==> config.mk <==
export PLATFORM = sky130hd
export DESIGN_NAME = ifetch_queue_flat
export DESIGN_NICKNAME = d
export VERILOG_FILES = /design/src/rtl/ifetch_queue_if.sv /design/src/rtl/ifetch_queue.sv /design/src/flat_wrapper.sv
export SDC_FILE = /design/constraint.sdc
export NUM_CORES = 1
export LEC_CHECK = 0
export ABC_AREA = 1
export CORE_MARGIN = 4
export CORE_UTILIZATION = 35
export CTS_CLUSTER_DIAMETER = 80
export DETAILED_ROUTE_END_ITERATION = 6
export GPL_TIMING_DRIVEN = 0
export PLACE_DENSITY = 0.59
export SYNTH_ARGS = -nofsm -noshare
export SYNTH_HDL_FRONTEND = slang
export SYNTH_SLANG_ARGS = --single-unit
export TNS_END_PERCENT = 30
==> constraint.sdc <==
create_clock -name i_clk -period 6.7 [get_ports i_clk]
set_input_delay 2.01 -clock i_clk [delete_from_list [all_inputs] [get_ports i_clk]]
set_output_delay 2.01 -clock i_clk [all_outputs]
set_load 0.02 [all_outputs]
==> src/rtl/ifetch_queue_if.sv <==
// Fetch-unit bundle: redirect input, RAM req/ack port and dispatcher valid/ready port.
// The fetch unit connects through the master modport; the RAM/core side uses slave.
`timescale 1ns/1ps
interface ifetch_queue_if;
    logic        i_redirect;
    logic [31:0] i_redirect_pc;
    logic        o_mem_req;
    logic [31:0] o_mem_addr;
    logic        i_mem_ack;
    logic [31:0] i_mem_data;
    logic        o_valid;
    logic [15:0] o_ir;
    logic [31:0] o_pc;
    logic        i_ready;
    logic        o_fault;

    modport master (
        input  i_redirect, i_redirect_pc, i_mem_ack, i_mem_data, i_ready,
        output o_mem_req, o_mem_addr, o_valid, o_ir, o_pc, o_fault
    );

    modport slave (
        output i_redirect, i_redirect_pc, i_mem_ack, i_mem_data, i_ready,
        input  o_mem_req, o_mem_addr, o_valid, o_ir, o_pc, o_fault
    );
endinterface

==> src/rtl/ifetch_queue.sv <==
// Instruction fetch unit: word reads from unified RAM, split into 16-bit instructions,
// prefetch queue to the dispatcher. Macro FETCH_MISALIGN_EN enables the misaligned-target fault.
`timescale 1ns/1ps
module ifetch_queue #(
    parameter int unsigned DEPTH    = 4,
    parameter logic [31:0] RESET_PC = 32'h0
) (
    input  logic           i_clk,
    input  logic           i_rst,
    ifetch_queue_if.master bus
);
    localparam int unsigned PW = $clog2(DEPTH);

    typedef enum logic [1:0] {IDLE, REQ, DRAIN} state_t;

    state_t        state, state_nx;
    logic [31:0]   fetch_pc, fetch_pc_nx;
    logic [31:0]   mem_addr, mem_addr_nx;
    logic          fault, fault_nx;
    logic [PW:0]   count, count_nx;
    logic [PW:0]   free, need;
    logic [PW-1:0] rd_ptr, wr_ptr;
    logic [15:0]   ir_q [DEPTH];
    logic [31:0]   pc_q [DEPTH];
    logic          ack, pop, push_lo, push_hi;
    logic [31:0]   target;
    logic          bad_target;

`ifdef FETCH_MISALIGN_EN
    assign target     = bus.i_redirect_pc;
    assign bad_target = bus.i_redirect & bus.i_redirect_pc[0];
`else
    assign target     = bus.i_redirect_pc & ~32'h1;
    assign bad_target = 1'b0;
`endif

    assign ack  = bus.i_mem_ack & (state != IDLE);
    assign pop  = (count != '0) & bus.i_ready & ~bus.i_redirect;
    // Free slots counted after this cycle's pop so a request can issue on the same edge.
    assign free = (PW+1)'(DEPTH) - count + (PW+1)'(pop);
    assign need = fetch_pc[1] ? (PW+1)'(1) : (PW+1)'(2);

    always_comb begin
        state_nx    = state;
        fetch_pc_nx = fetch_pc;
        mem_addr_nx = mem_addr;
        fault_nx    = fault | bad_target;
        push_lo     = 1'b0;
        push_hi     = 1'b0;
        case (state)
            IDLE: begin
                if (bus.i_redirect) begin
                    fetch_pc_nx = target;
                    // Flushed queue always has room, so issue straight to the target.
                    if (!bad_target && !fault) begin
                        state_nx    = REQ;
                        mem_addr_nx = target & ~32'h3;
                    end
                end else if (!fault && free >= need) begin
                    state_nx    = REQ;
                    mem_addr_nx = fetch_pc & ~32'h3;
                end
            end
            REQ: begin
                if (bus.i_redirect) begin
                    fetch_pc_nx = target;
                    state_nx    = ack ? IDLE : DRAIN;
                end else if (ack) begin
                    push_hi     = 1'b1;
                    push_lo     = ~fetch_pc[1];
                    fetch_pc_nx = mem_addr + 32'd4;
                    state_nx    = IDLE;
                end
            end
            DRAIN: begin
                if (bus.i_redirect) fetch_pc_nx = target;
                if (ack) state_nx = IDLE;
            end
            default: state_nx = IDLE;
        endcase
    end

    always_comb begin
        count_nx = count + (PW+1)'(push_lo) + (PW+1)'(push_hi) - (PW+1)'(pop);
        if (bus.i_redirect) count_nx = '0;
    end

    always_ff @(posedge i_clk or negedge i_rst) begin
        if (!i_rst) begin
            state    <= IDLE;
            fetch_pc <= RESET_PC;
            mem_addr <= '0;
            fault    <= 1'b0;
            count    <= '0;
            rd_ptr   <= '0;
            wr_ptr   <= '0;
        end else begin
            state    <= state_nx;
            fetch_pc <= fetch_pc_nx;
            mem_addr <= mem_addr_nx;
            fault    <= fault_nx;
            count    <= count_nx;
            if (bus.i_redirect) begin
                rd_ptr <= '0;
                wr_ptr <= '0;
            end else begin
                rd_ptr <= rd_ptr + PW'(pop);
                wr_ptr <= wr_ptr + PW'(push_lo) + PW'(push_hi);
            end
        end
    end

    always_ff @(posedge i_clk or negedge i_rst) begin
        if (!i_rst) begin
            for (int unsigned i = 0; i < DEPTH; i++) begin
                ir_q[i] <= '0;
                pc_q[i] <= '0;
            end
        end else begin
            if (push_lo) begin
                ir_q[wr_ptr] <= bus.i_mem_data[15:0];
                pc_q[wr_ptr] <= mem_addr;
            end
            if (push_hi) begin
                ir_q[wr_ptr + PW'(push_lo)] <= bus.i_mem_data[31:16];
                pc_q[wr_ptr + PW'(push_lo)] <= {mem_addr[31:2], 2'b10};
            end
        end
    end

    assign bus.o_mem_req  = (state != IDLE);
    assign bus.o_mem_addr = mem_addr;
    assign bus.o_valid    = (count != '0);
    assign bus.o_ir       = ir_q[rd_ptr];
    assign bus.o_pc       = pc_q[rd_ptr];
    assign bus.o_fault    = fault;
endmodule

==> src/flat_wrapper.sv <==
// flat-port wrapper written by rule: the top's interface ports become plain ports
module ifetch_queue_flat 
#(
    parameter int unsigned DEPTH    = 4,
    parameter logic [31:0] RESET_PC = 32'h0
)
  (i_clk, i_rst, bus_i_redirect, bus_i_redirect_pc, bus_i_mem_ack, bus_i_mem_data, bus_i_ready, bus_o_mem_req, bus_o_mem_addr, bus_o_valid, bus_o_ir, bus_o_pc, bus_o_fault);
  ifetch_queue_if bus_i ();
  input  logic i_clk;
  input  logic i_rst;
  input wire logic [$bits(bus_i.i_redirect)-1:0] bus_i_redirect;
  input wire logic [$bits(bus_i.i_redirect_pc)-1:0] bus_i_redirect_pc;
  input wire logic [$bits(bus_i.i_mem_ack)-1:0] bus_i_mem_ack;
  input wire logic [$bits(bus_i.i_mem_data)-1:0] bus_i_mem_data;
  input wire logic [$bits(bus_i.i_ready)-1:0] bus_i_ready;
  output wire logic [$bits(bus_i.o_mem_req)-1:0] bus_o_mem_req;
  output wire logic [$bits(bus_i.o_mem_addr)-1:0] bus_o_mem_addr;
  output wire logic [$bits(bus_i.o_valid)-1:0] bus_o_valid;
  output wire logic [$bits(bus_i.o_ir)-1:0] bus_o_ir;
  output wire logic [$bits(bus_i.o_pc)-1:0] bus_o_pc;
  output wire logic [$bits(bus_i.o_fault)-1:0] bus_o_fault;
  assign bus_i.i_redirect = bus_i_redirect;
  assign bus_i.i_redirect_pc = bus_i_redirect_pc;
  assign bus_i.i_mem_ack = bus_i_mem_ack;
  assign bus_i.i_mem_data = bus_i_mem_data;
  assign bus_i.i_ready = bus_i_ready;
  assign bus_o_mem_req = bus_i.o_mem_req;
  assign bus_o_mem_addr = bus_i.o_mem_addr;
  assign bus_o_valid = bus_i.o_valid;
  assign bus_o_ir = bus_i.o_ir;
  assign bus_o_pc = bus_i.o_pc;
  assign bus_o_fault = bus_i.o_fault;
  ifetch_queue #(.DEPTH(DEPTH), .RESET_PC(RESET_PC)) u_core (.i_clk(i_clk), .i_rst(i_rst), .bus(bus_i));
endmodule
==> results of run 1 <==
[layout make-up]
type,count,area (um2)
clock inverter,10,104
multi-input combinational,1242,6110
fill,3895,21900
buffer,124,579
sequential,262,6560
clock buffer,44,935
tap,518,648
inverter,183,688
timing repair buffer,148,1520
[layout by cell type, fill, tap and decap left out, types with 3 or more instances in the layout]
| cell | instances |
|---|---|
| nand2_1 | 451 |
| dfrtp_1 | 262 |
| o21ai_0 | 197 |
| inv_1 | 177 |
| clkdlybuf4s50_1 | 145 |
| nor2_1 | 124 |
| nand3_1 | 116 |
| o21a_1 | 108 |
| clkbuf_1 | 85 |
| a21oi_1 | 84 |
| nand4_1 | 67 |
| o22ai_1 | 32 |
| clkbuf_16 | 31 |
| o21ai_1 | 22 |
| buf_2 | 19 |
| clkbuf_8 | 11 |
| ha_1 | 9 |
| clkinv_2 | 8 |
| buf_6 | 8 |
| buf_4 | 8 |
| buf_1 | 6 |
| nand2_2 | 4 |
| nand3_4 | 4 |
| mux2i_1 | 4 |
| clkinv_1 | 3 |
| xnor2_1 | 3 |
| conb_1 | 3 |
[how the worst min path moves through the flow]
stage	startpoint	slack [ns]	to	depth (start not counted)
final	u_core.pc_q[65]$_DFF_PN0_	0.47	u_core.pc_q[65]$_DFF_PN0_	2
after global routing	u_core.fetch_pc[9]$_DFFE_PN0P_	0.49	u_core.fetch_pc[9]$_DFFE_PN0P_	2
after CTS	u_core.pc_q[65]$_DFF_PN0_	0.47	u_core.pc_q[65]$_DFF_PN0_	2
after detailed placement	u_core.pc_q[65]$_DFF_PN0_	0.46	u_core.pc_q[65]$_DFF_PN0_	2
after global placement	u_core.pc_q[1]$_DFF_PN0_	0.46	u_core.pc_q[1]$_DFF_PN0_	2
after floorplan	u_core.pc_q[33]$_DFF_PN0_	0.44	u_core.pc_q[33]$_DFF_PN0_	2
[flip-flops by register name (all words and copies together) (netlist names)]
signal                 count
u_core.bus.o_mem_addr     30
u_core.count               3
u_core.fetch_pc           31
u_core.ir_q               64
u_core.pc_q              128
u_core.rd_ptr              2
u_core.state               2
u_core.wr_ptr              2
[power groups by stage]
stage,clock (mW),combinational [mW],sequential [mW]
2_1_floorplan,0,1.93,2.66
3_3_place_gp,0,3.32,2.68
3_5_place_dp,0,3.37,2.69
4_1_cts,1.74,3.38,2.67
5_1_grt,1.81,3.72,2.76
6_report,1.72,3.37,2.68
[worst min-delay path, cell delays in order, from the launching register on]
cell and delay, ns:
dfrtp_1 0.34, nand2_1 0.05, nand2_1 0.05
[routing by layer]
| layer | wire length [um] | track usage [%] |
|---|---|---|
| met1 | 21900 | 30.9 |
| met2 | 22400 | 35.2 |
| met3 | 3050 | 3.45 |
| met4 | 1020 | 5.13 |
| met5 | 12 | 0 |
[cell families after synthesis]
group / after synthesis
other: 1
xor gates and xnor gates: 5
AOI/OAI and AO/OA: 446
and+or+nand+nor: 773
muxes: 4
buffers and inverters: 307
DFF: 262
adders and majority gates: 11
==> reports/results.ini, run 1 <==
[outcome]
status = finished, final reports clean

[setup_path]
slowest_stage = clkdlybuf4s50_1
path_cells = clkbuf_1 -> inv_1 -> clkbuf_1 -> clkbuf_1 -> nor2_1 -> o22ai_1 -> clkdlybuf4s50_1
critical_path_depth = 7
r2r_end = u_core.pc_q[115]$_DFF_PN0_
crit_path_max_incr_delay_ns = 0.69
worst_ep_arrival_time_ns = 3.56
crit_family = buffers and inverters
critical_path_peak_fanout = 10
r2r_setup_slack_ns = 3.38
crit_top_cell = clkbuf_1
startpoint_type = flip-flop
r2r_cells = 12
crit_path_end_kind = output port
crit_buf_inv = 5
cp-startpoint = u_core.rd_ptr[0]$_DFF_PN0_
rr_startpoint = u_core.state[0]$_DFFE_PN0P_
endpoint = bus_o_pc[7]
critical_path_class = reg -> out
critical_path_required_ns = 4.69

[synthesis]
synth_fa_ha_area_share_pct = 1.10
ys.warnings.count = 0
yosys.area.top_type = dfrtp_1
ys_ff_latch = 262
netlist_top_cells_count = nand2_1, dfrtp_1, o21ai_0
synth_compound_area_share_pct = 18.3
synth-simple-area-share_pct = 23.8
synth_most_common_cell = nand2_1
synth_area_per_cell_um2 = 7.70
ys_seq_area_share_pct = 47.1
synth.area.mux_share_pct = 0.287
synth_area_leaders = dfrtp_1, nand2_1, o21ai_0
synth_top_family_by_area = simple AND/OR/NAND/NOR gates
synthCells = 1809
synth_xor_area_share_pct = 0.314
synth_edf_count = 0
synth_ff_type = dfrtp_1
async_flop_share_pct = 100
yosys.area.top_type_share_pct = 47.1
syn_area_mm2 = 0.0139
synth.distinct_cells = 36

[finish]
postLayoutCellArea_mm2 = 0.0171
final_util_pct = 44.0
antenna_cells = 0
final_cells = 2531
drive_gt1_share_pct = 5.17
syn_to_final_growth_pct = 23.1
nets = 2072

[clock_network]
tritoncts = built
clk_pin_slew_ns = 0.06
cts_sinks = 262
post_cts_buffers = 0
cts-root-buf = clkbuf_16
cts_hold_buffers = 0
cts_buffer_depth = 3
cts-buffers-inserted = 31
clk_latency_ns = 0.55
cts_resized = 0
cts_htree_levels = 1

[job]
cap_violations = 0

[power_and_ir_drop]
pwr-share-seq_pct = 34.5
p_leak_nw = 8.09
p_total_mw = 7.77
p_comb_share_pct = 43.4
p_per_area_mw_per_mm2 = 453
switchingPower_mw = 3.20
intPower_mw = 4.57
irDropWorstVdd_mv = 0.254
swShare_pct = 41.2
clkPwrFrac_pct = 22.1

[grt]
antenna_found_initial = 1
grt_pass1_vias = 13100
grt_pass1_wl_um = 76200
grt_usage_pct = 21.7
grt_overflow = 0
grt_start_max_net_pins = 101

[detailed_routing]
wl_per_cell_um = 19.1
vias_per_cell = 5.25
ant_nets = 0
totalWireLength_um = 48400
drt_first_iter_violations = 1010
drc_errors = 0
drtPass1Iterations = 5
vias = 13300

[die]
die_x_um = 207
io_pins = 152
core_mm2 = 0.0390
fp-row-count = 72
start_util_pct = 35.7
dieArea_mm2 = 0.0431
die_y_um = 207

[timing]
worst_slew_pin_slew_ns = 0.776
fmax_mhz = 180
hold_viol_final = 0
slew_headroom_pct = 48.3
slew_viol_final = 0
postLayoutSetupSlackWorst_ns = 1.13
fin_crit_sh_pct = 83.1
setup_viol = 0
fin_tns_setup_ns = 0
min_period_ns = 5.57
rsz0062_at_grt = no
whs_ns = 0.469
finalClockSkew_ns = 0.00869

[place]
dp_slack_ns = 1.52
placed_area_mm2 = 0.0161
gp_congestion = 0.941
io_buffers = 146
dp_hpwl_um = 34900
placed_cells = 2477

[min_path]
worstHoldPathType = reg -> reg

No activity file was read; power rests on OpenSTA's default activity.
==> inputs of run 2 (changes only) <==
--- a/config.mk
+++ b/config.mk
@@ -11,7 +11,7 @@
 export CTS_CLUSTER_DIAMETER = 80
 export DETAILED_ROUTE_END_ITERATION = 6
 export GPL_TIMING_DRIVEN = 0
-export PLACE_DENSITY = 0.59
+export PLACE_DENSITY = 0.61
 export SYNTH_ARGS = -nofsm -noshare
 export SYNTH_HDL_FRONTEND = slang
 export SYNTH_SLANG_ARGS = --single-unit
==> constraint.sdc (replaced) <==
create_clock -name i_clk -period 4.6 [get_ports i_clk]
set_input_delay 1.38 -clock i_clk [delete_from_list [all_inputs] [get_ports i_clk]]
set_output_delay 1.38 -clock i_clk [all_outputs]
set_load 0.02 [all_outputs]
==> run 2 against run 1 <==
Combinational power up 45%. Global-route usage down 0.29 points. Total power up 43%. Register-to-register slack worse by 2.1 ns. Largest cell class unchanged.
==> reports/results.ini, run 2 (same netlist as run 1, synthesis figures left out) <==
[clock_network]
tritoncts = built  ; unchanged
post_cts_buffers = 0  ; unchanged
cts_hold_buffers = 0  ; unchanged
cts_sinks = 262  ; unchanged
cts_resized = 10  ; was 0
cts-root-buf = clkbuf_16  ; unchanged
clk_latency_ns = 0.57  ; was 0.55 ns
clk_pin_slew_ns = 0.06  ; about the same
cts_htree_levels = 1  ; unchanged
cts_buffer_depth = 3  ; unchanged
cts-buffers-inserted = 31  ; unchanged

[finish]
largest_reg_flops = 128  ; unchanged
syn_to_final_growth_pct = 22.6  ; was 23.1%
largestRegisters = u_core.pc_q (128), u_core.ir_q (64), u_core.fetch_pc (31)  ; unchanged
multiInputGateArea_mm2 = 0.00613  ; was 0.00611 mm2
fillers = 3980  ; was 3895
most-common-layout-cells = nand2_1, dfrtp_1, o21ai_0  ; unchanged
antenna_cells = 0  ; unchanged
drive_gt1_share_pct = 5.49  ; was 5.17%
regArea_mm2 = 0.00656  ; unchanged
regMostFlops = u_core.pc_q  ; unchanged
layout_commonest_cell = nand2_1  ; unchanged
nets = 2072  ; unchanged

[die]
die_x_um = 207  ; unchanged
die_y_um = 207  ; unchanged
io_pins = 152  ; unchanged
start_util_pct = 35.7  ; unchanged
dieArea_mm2 = 0.0431  ; unchanged
core_mm2 = 0.0390  ; unchanged
fp-row-count = 72  ; unchanged

[power_and_ir_drop]
intPower_mw = 6.55  ; was 4.57 mW
p_leak_nw = 8.08  ; was 8.09 nW
pwr-share-seq_pct = 35.1  ; was 34.5%
clkPwrFrac_pct = 21.1  ; was 22.1%
irDropWorstVdd_mv = 0.353  ; was 0.254 mV
switchingPower_mw = 4.60  ; was 3.20 mW
swShare_pct = 41.2  ; about the same
p_comb_share_pct = 43.8  ; was 43.4%
p_per_area_mw_per_mm2 = 653  ; was 453 mW/mm2

[timing]
finalClockSkew_ns = 0.0103  ; was 0.00869 ns
slew_viol_final = 0  ; unchanged
worst_slew_pin_slew_ns = 0.733  ; was 0.776 ns
rsz0062_at_grt = no  ; unchanged
fmax_mhz = 223
slew_headroom_pct = 51.1  ; was 48.3%
whs_ns = 0.472  ; was 0.469 ns
hold_viol_final = 0  ; unchanged
fin_tns_setup_ns = 0  ; unchanged
fin_crit_sh_pct = 97.5
setup_viol = 0  ; unchanged
min_period_ns = 4.48

[detailed_routing]
totalWireLength_um = 47500  ; was 48400 um
drt_first_iter_violations = 1188  ; was 1010
drtPass1Iterations = 5  ; unchanged
ant_nets = 0  ; unchanged
drc_errors = 0  ; unchanged
vias = 13300  ; about the same
wl_per_cell_um = 18.8  ; was 19.1 um
vias_per_cell = 5.28  ; was 5.25

[setup_path]
crit_path_max_incr_delay_ns = 0.68  ; was 0.69 ns
startpoint_type = flip-flop  ; unchanged
crit_top_cell = clkbuf_2  ; was clkbuf_1
slowest_stage = clkdlybuf4s50_1  ; unchanged
critical_path_class = reg -> out  ; unchanged
crit_path_end_kind = output port  ; unchanged
path_cells = clkbuf_2 -> inv_1 -> clkbuf_2 -> clkbuf_2 -> nor2_1 -> o22ai_1 -> clkdlybuf4s50_1  ; was clkbuf_1 -> inv_1 -> clkbuf_1 -> clkbuf_1 -> nor2_1 -> o22ai_1 -> clkdlybuf4s50_1
worst_ep_arrival_time_ns = 3.10  ; was 3.56 ns
critical_path_peak_fanout = 10  ; unchanged
critical_path_required_ns = 3.22  ; was 4.69 ns

[min_path]
worstHoldPathType = reg -> reg  ; unchanged

[job]
cap_violations = 0  ; unchanged

[place]
io_buffers = 146  ; unchanged
dp_hpwl_um = 34300  ; was 34900 um
gp_congestion = 0.919  ; was 0.941

[outcome]
status = finished, final reports clean  ; unchanged

[grt]
antenna_found_initial = 0  ; was 1
grt_start_max_net_pins = 116  ; was 101
grt_pass1_vias = 13100  ; about the same
grt_pass1_wl_um = 75100  ; was 76200 um
grt_overflow = 0  ; unchanged
grt_usage_pct = 21.5  ; was 21.7%

==> run 2: cell count changes in the layout (fill, tap and decap cells not counted) <==
cell             delta
clkinv_2            -4
inv_6               -1
o22ai_1             -2
dlymetal6s2s_1      +1
o22ai_2             +2
clkbuf_2           +14
clkbuf_1           -12
buf_2               +1
clkdlybuf4s50_1     -1
clkbuf_8            -6
==> run 2: power by group through the flow <==
stage          combinational, mW  sequential [mW]  clock, mW
6_report                    4.88             3.91       2.36
5_1_grt                     5.40             4.02       2.48
4_1_cts                     4.90             3.89       2.39
3_5_place_dp                4.87             3.92          0
3_3_place_gp                4.79             3.90          0
2_1_floorplan               2.81             3.88          0
==> run 2: critical path, delay by kind of cell (launching register included) <==
| kind | cells | cell delay [ns] |
|---|---|---|
| AOI/OAI and AO/OA | 1 | 0.36 |
| buffers and inverters | 5 | 1.71 |
| DFF | 1 | 0.39 |
| and+or+nand+nor | 1 | 0.07 |
==> run 2: metal layers <==
layer | vias to the layer above | GRT usage (%) | part of all wire (%)
li1 | 6297 | - | -
met1 | 6475 | 29.7 | 45
met2 | 467 | 34.6 | 46
met3 | 87 | 4.34 | 7.1
met4 | 0 | 5.49 | 2.8
met5 | - | 0 | 0
==> run 2: layout make-up <==
type / count / area share (%)
sequential: 262 / 38.4
multi-input combinational: 1242 / 35.9
timing repair buffer: 148 / 8.92
clock buffer: 41 / 5.05
inverter: 183 / 4.03
tap: 518 / 3.79
buffer: 124 / 3.50
clock inverter: 5 / 0.440
==> run 2: worst paths after layout <==
path	end	depth (start not counted)	startpoint	slack (ns)
max	bus_o_pc[12]	7	u_core.rd_ptr[0]$_DFF_PN0_	0.12
min	u_core.pc_q[33]$_DFF_PN0_	2	u_core.pc_q[33]$_DFF_PN0_	0.47
max reg2reg	u_core.pc_q[117]$_DFF_PN0_	12	u_core.state[0]$_DFFE_PN0P_	1.29
min reg2reg	u_core.pc_q[33]$_DFF_PN0_	2	u_core.pc_q[33]$_DFF_PN0_	0.47
max in group asynchronous	u_core.ir_q[12]$_DFF_PN0_	2	i_rst	2.77
min in group asynchronous	u_core.pc_q[23]$_DFF_PN0_	1	i_rst	0.82
==> run 2: metrics by stage <==
step	total power, mW	utilization (%)	std cells	cell area [um2]	setup WS [ns]
finish	11.1	43.8	2523	17100	0.116
global route	11.9	43.8	2523	17100	0.00619
global placement	8.69	41.1	2475	16000	-9.70
floorplan	6.69	-	1811	13900	0.861
CTS	11.2	43.7	2523	17100	0.0299
detailed placement	8.80	41.3	2477	16100	0.0788
==> inputs of run 3 (changes only) <==
--- a/config.mk
+++ b/config.mk
@@ -7,12 +7,12 @@
 export LEC_CHECK = 0
 export ABC_AREA = 1
 export CORE_MARGIN = 4
-export CORE_UTILIZATION = 35
+export CORE_UTILIZATION = 52
 export CTS_CLUSTER_DIAMETER = 80
 export DETAILED_ROUTE_END_ITERATION = 6
 export GPL_TIMING_DRIVEN = 0
-export PLACE_DENSITY = 0.61
+export PLACE_DENSITY = 0.82
 export SYNTH_ARGS = -nofsm -noshare
 export SYNTH_HDL_FRONTEND = slang
 export SYNTH_SLANG_ARGS = --single-unit
-export TNS_END_PERCENT = 30
+export TNS_END_PERCENT = 50
==> run 3 against run 2 <==
Clock skew decreased by 0.0016 ns. Non-clock buffer count unchanged. Core utilization increased by 21 points. Largest power group unchanged. Combinational power about the same. Fmax decreased by 4.1%. The flow now finishes with violations (setup timing).
==> reports/results.ini, run 3 (same netlist as run 1, synthesis figures left out) <==
[die]
io_pins = 152  ; unchanged
die_x_um = 172  ; was 207 um
start_util_pct = 53.2  ; was 35.7%
die_y_um = 172  ; was 207 um
core_mm2 = 0.0262  ; was 0.0390 mm2
fp-row-count = 59  ; was 72
dieArea_mm2 = 0.0295  ; was 0.0431 mm2

[detailed_routing]
wl_per_cell_um = 19.5  ; was 18.8 um
drtPass1Iterations = 6  ; was 5
vias_per_cell = 5.88  ; was 5.28
vias = 13800  ; was 13.3k
totalWireLength_um = 45700  ; was 47500 um
drt_first_iter_violations = 1538  ; was 1188
drc_errors = 0  ; unchanged
ant_nets = 0  ; unchanged

[power_and_ir_drop]
clkPwrFrac_pct = 21.8  ; was 21.1%
p_leak_nw = 8.08  ; about the same
intPower_mw = 6.66  ; was 6.55 mW
irDropWorstVdd_mv = 0.398  ; was 0.353 mV
swShare_pct = 41.0  ; was 41.2%
p_per_area_mw_per_mm2 = 668  ; was 653 mW/mm2
pwr-share-seq_pct = 34.7  ; was 35.1%
p_comb_share_pct = 43.4  ; was 43.8%
switchingPower_mw = 4.63  ; was 4.60 mW

[timing]
setup_viol = 6  ; was 0
worst_slew_pin_slew_ns = 0.794  ; was 0.733 ns
fmax_mhz = 214  ; was 223 MHz
postLayoutSetupSlackWorst_ns = -0.0774  ; was 0.116 ns
fin_crit_sh_pct = 102  ; was 97.5%
fin_tns_setup_ns = -0.232  ; was 0 ns
slew_viol_final = 0  ; unchanged
finalClockSkew_ns = 0.00866  ; was 0.0103 ns
hold_viol_final = 0  ; unchanged
slew_headroom_pct = 47.1  ; was 51.1%
rsz0062_at_grt = yes  ; was no
min_period_ns = 4.68  ; was 4.48 ns

[clock_network]
tritoncts = built  ; unchanged
clk_latency_ns = 0.55  ; was 0.57 ns
cts_sinks = 262  ; unchanged
cts_buffer_depth = 3  ; unchanged
cts-buffers-inserted = 28  ; was 31
cts-root-buf = clkbuf_16  ; unchanged
post_cts_buffers = 0  ; unchanged
clk_pin_slew_ns = 0.06  ; about the same
cts_htree_levels = 1  ; unchanged

[place]
placed_area_mm2 = 0.0159  ; was 0.0161 mm2
gp_congestion = 0.974  ; was 0.919
io_buffers = 146  ; unchanged
dp_hpwl_um = 32800  ; was 34300 um

[setup_path]
crit_path_max_incr_delay_ns = 0.65  ; was 0.68 ns
worst_ep_arrival_time_ns = 3.30  ; was 3.10 ns
endpoint = bus_o_pc[31]  ; was bus_o_pc[12]
crit_path_end_kind = output port  ; unchanged
critical_path_peak_fanout = 10  ; unchanged
critical_path_required_ns = 3.22  ; about the same
slowest_stage = clkdlybuf4s50_1  ; unchanged
r2r_setup_slack_ns = 1.30  ; was 1.29 ns
rr_startpoint = u_core.state[0]$_DFFE_PN0P_  ; unchanged
r2r_cells = 12  ; unchanged
startpoint_type = flip-flop  ; unchanged
critical_path_depth = 6  ; was 7
crit_buf_inv = 4  ; was 5
path_cells = inv_1 -> clkbuf_1 -> buf_1 -> o21ai_0 -> o22ai_1 -> clkdlybuf4s50_1  ; was clkbuf_2 -> inv_1 -> clkbuf_2 -> clkbuf_2 -> nor2_1 -> o22ai_1 -> clkdlybuf4s50_1
cp-startpoint = u_core.rd_ptr[1]$_DFF_PN0_  ; was u_core.rd_ptr[0]$_DFF_PN0_
r2r_end = u_core.pc_q[125]$_DFF_PN0_  ; was u_core.pc_q[117]$_DFF_PN0_
critical_path_class = reg -> out  ; unchanged
crit_family = buffers and inverters  ; unchanged

[grt]
grt_pass1_wl_um = 72300  ; was 75100 um
grt_pass1_vias = 13800  ; was 13.1k
grt_overflow = 0  ; unchanged
antenna_found_initial = 0  ; unchanged
grt_usage_pct = 30.8  ; was 21.5%
grt_start_max_net_pins = 105  ; was 116

[finish]
antenna_cells = 0  ; unchanged
layout_commonest_cell = nand2_1  ; unchanged
postLayoutCellArea_mm2 = 0.0169  ; was 0.0171 mm2
drive_gt1_share_pct = 5.37  ; was 5.49%
regMostFlops = u_core.pc_q  ; unchanged
multiInputGateArea_mm2 = 0.00611  ; was 0.00613 mm2
fillers = 2198  ; was 3980
largest_reg_flops = 128  ; unchanged
syn_to_final_growth_pct = 21.3  ; was 22.6%
most-common-layout-cells = nand2_1, dfrtp_1, o21ai_0  ; unchanged
final_util_pct = 64.5  ; was 43.8%
largestRegisters = u_core.pc_q (128), u_core.ir_q (64), u_core.fetch_pc (31)  ; unchanged
regArea_mm2 = 0.00656  ; unchanged
nets = 2069  ; was 2072

[outcome]
status = finished with violations  ; was finished, final reports clean
violations = setup timing

[job]
cap_violations = 0  ; unchanged

[min_path]
worstHoldPathType = reg -> reg  ; unchanged

==> run 3: changes by cell type in the layout (fill, tap and decap cells not counted), sizes merged <==
cell,previous run,this run
clkdlybuf4s50,144,145
buf,45,47
bufinv,2,5
clkinvlp,0,2
clkinv,7,10
dlymetal6s2s,1,0
clkbuf,123,119
==> run 3: area by class of cell <==
type / instances / area share [%]
Tap cell: 335 / 2.48
Inverter: 183 / 4.07
Clock buffer: 39 / 4.81
Clock inverter: 13 / 1.16
Timing Repair Buffer: 148 / 9.00
Buffer: 124 / 3.49
Multi-Input combinational cell: 1242 / 36.2
Sequential cell: 262 / 38.8
==> run 3: layer usage <==
metal | up-vias | global-route usage [%] | routed length [um]
li1 | 6303 | - | -
met1 | 6566 | 41.8 | 18400
met2 | 803 | 48.7 | 21000
met3 | 134 | 6.78 | 4710
met4 | 0 | 11.3 | 1540
met5 | - | 0 | 0
==> run 3: how the worst min path moves through the flow <==
stage	cells past startpoint	slack [ns]	endpoint	startpoint
after CTS	2	0.48	u_core.fetch_pc[9]$_DFFE_PN0P_	u_core.fetch_pc[9]$_DFFE_PN0P_
after global placement	2	0.45	u_core.pc_q[65]$_DFF_PN0_	u_core.pc_q[65]$_DFF_PN0_
final	2	0.48	u_core.fetch_pc[20]$_DFFE_PN0P_	u_core.fetch_pc[20]$_DFFE_PN0P_
after global routing	2	0.50	u_core.fetch_pc[13]$_DFFE_PN0P_	u_core.fetch_pc[13]$_DFFE_PN0P_
after detailed placement	2	0.46	u_core.fetch_pc[9]$_DFFE_PN0P_	u_core.fetch_pc[9]$_DFFE_PN0P_
after floorplan	2	0.44	u_core.pc_q[33]$_DFF_PN0_	u_core.pc_q[33]$_DFF_PN0_
==> run 3: tightest hold or removal path, stage by stage, from the launching register on <==
cell	delay (ns)
dfrtp_1	0.34
nand2_1	0.05
nand2_1	0.05
==> run 3: metrics by stage <==
| stage | setup slack, ns | power (mW) | hold slack [ns] | std cells |
|---|---|---|---|---|
| after floorplan | 0.861 | 6.69 | 0.437 | 1811 |
| after global placement | -9.12 | 8.57 | 0.455 | 2292 |
| after detailed placement | 0.139 | 8.74 | 0.460 | 2294 |
| after CTS | 0.0140 | 11.2 | 0.476 | 2346 |
| after global routing | -0.142 | 11.9 | 0.496 | 2346 |
| final | -0.0774 | 11.3 | 0.477 | 2346 |
==> run 3: power groups by stage <==
stage,clock [mW],sequential (mW),combinational [mW]
2_1_floorplan,0,3.88,2.81
3_3_place_gp,0,3.89,4.68
3_5_place_dp,0,3.92,4.83
4_1_cts,2.46,3.89,4.87
5_1_grt,2.57,4.01,5.37
6_report,2.46,3.92,4.90
==> run 3: repair_timing <==
item	4_1_cts	5_1_grt
endpoints found under the setup margin	48	29
gates resized for setup	6	9
cloned	0	0
hold buffers	0	0
hold endpoints to repair	0	0
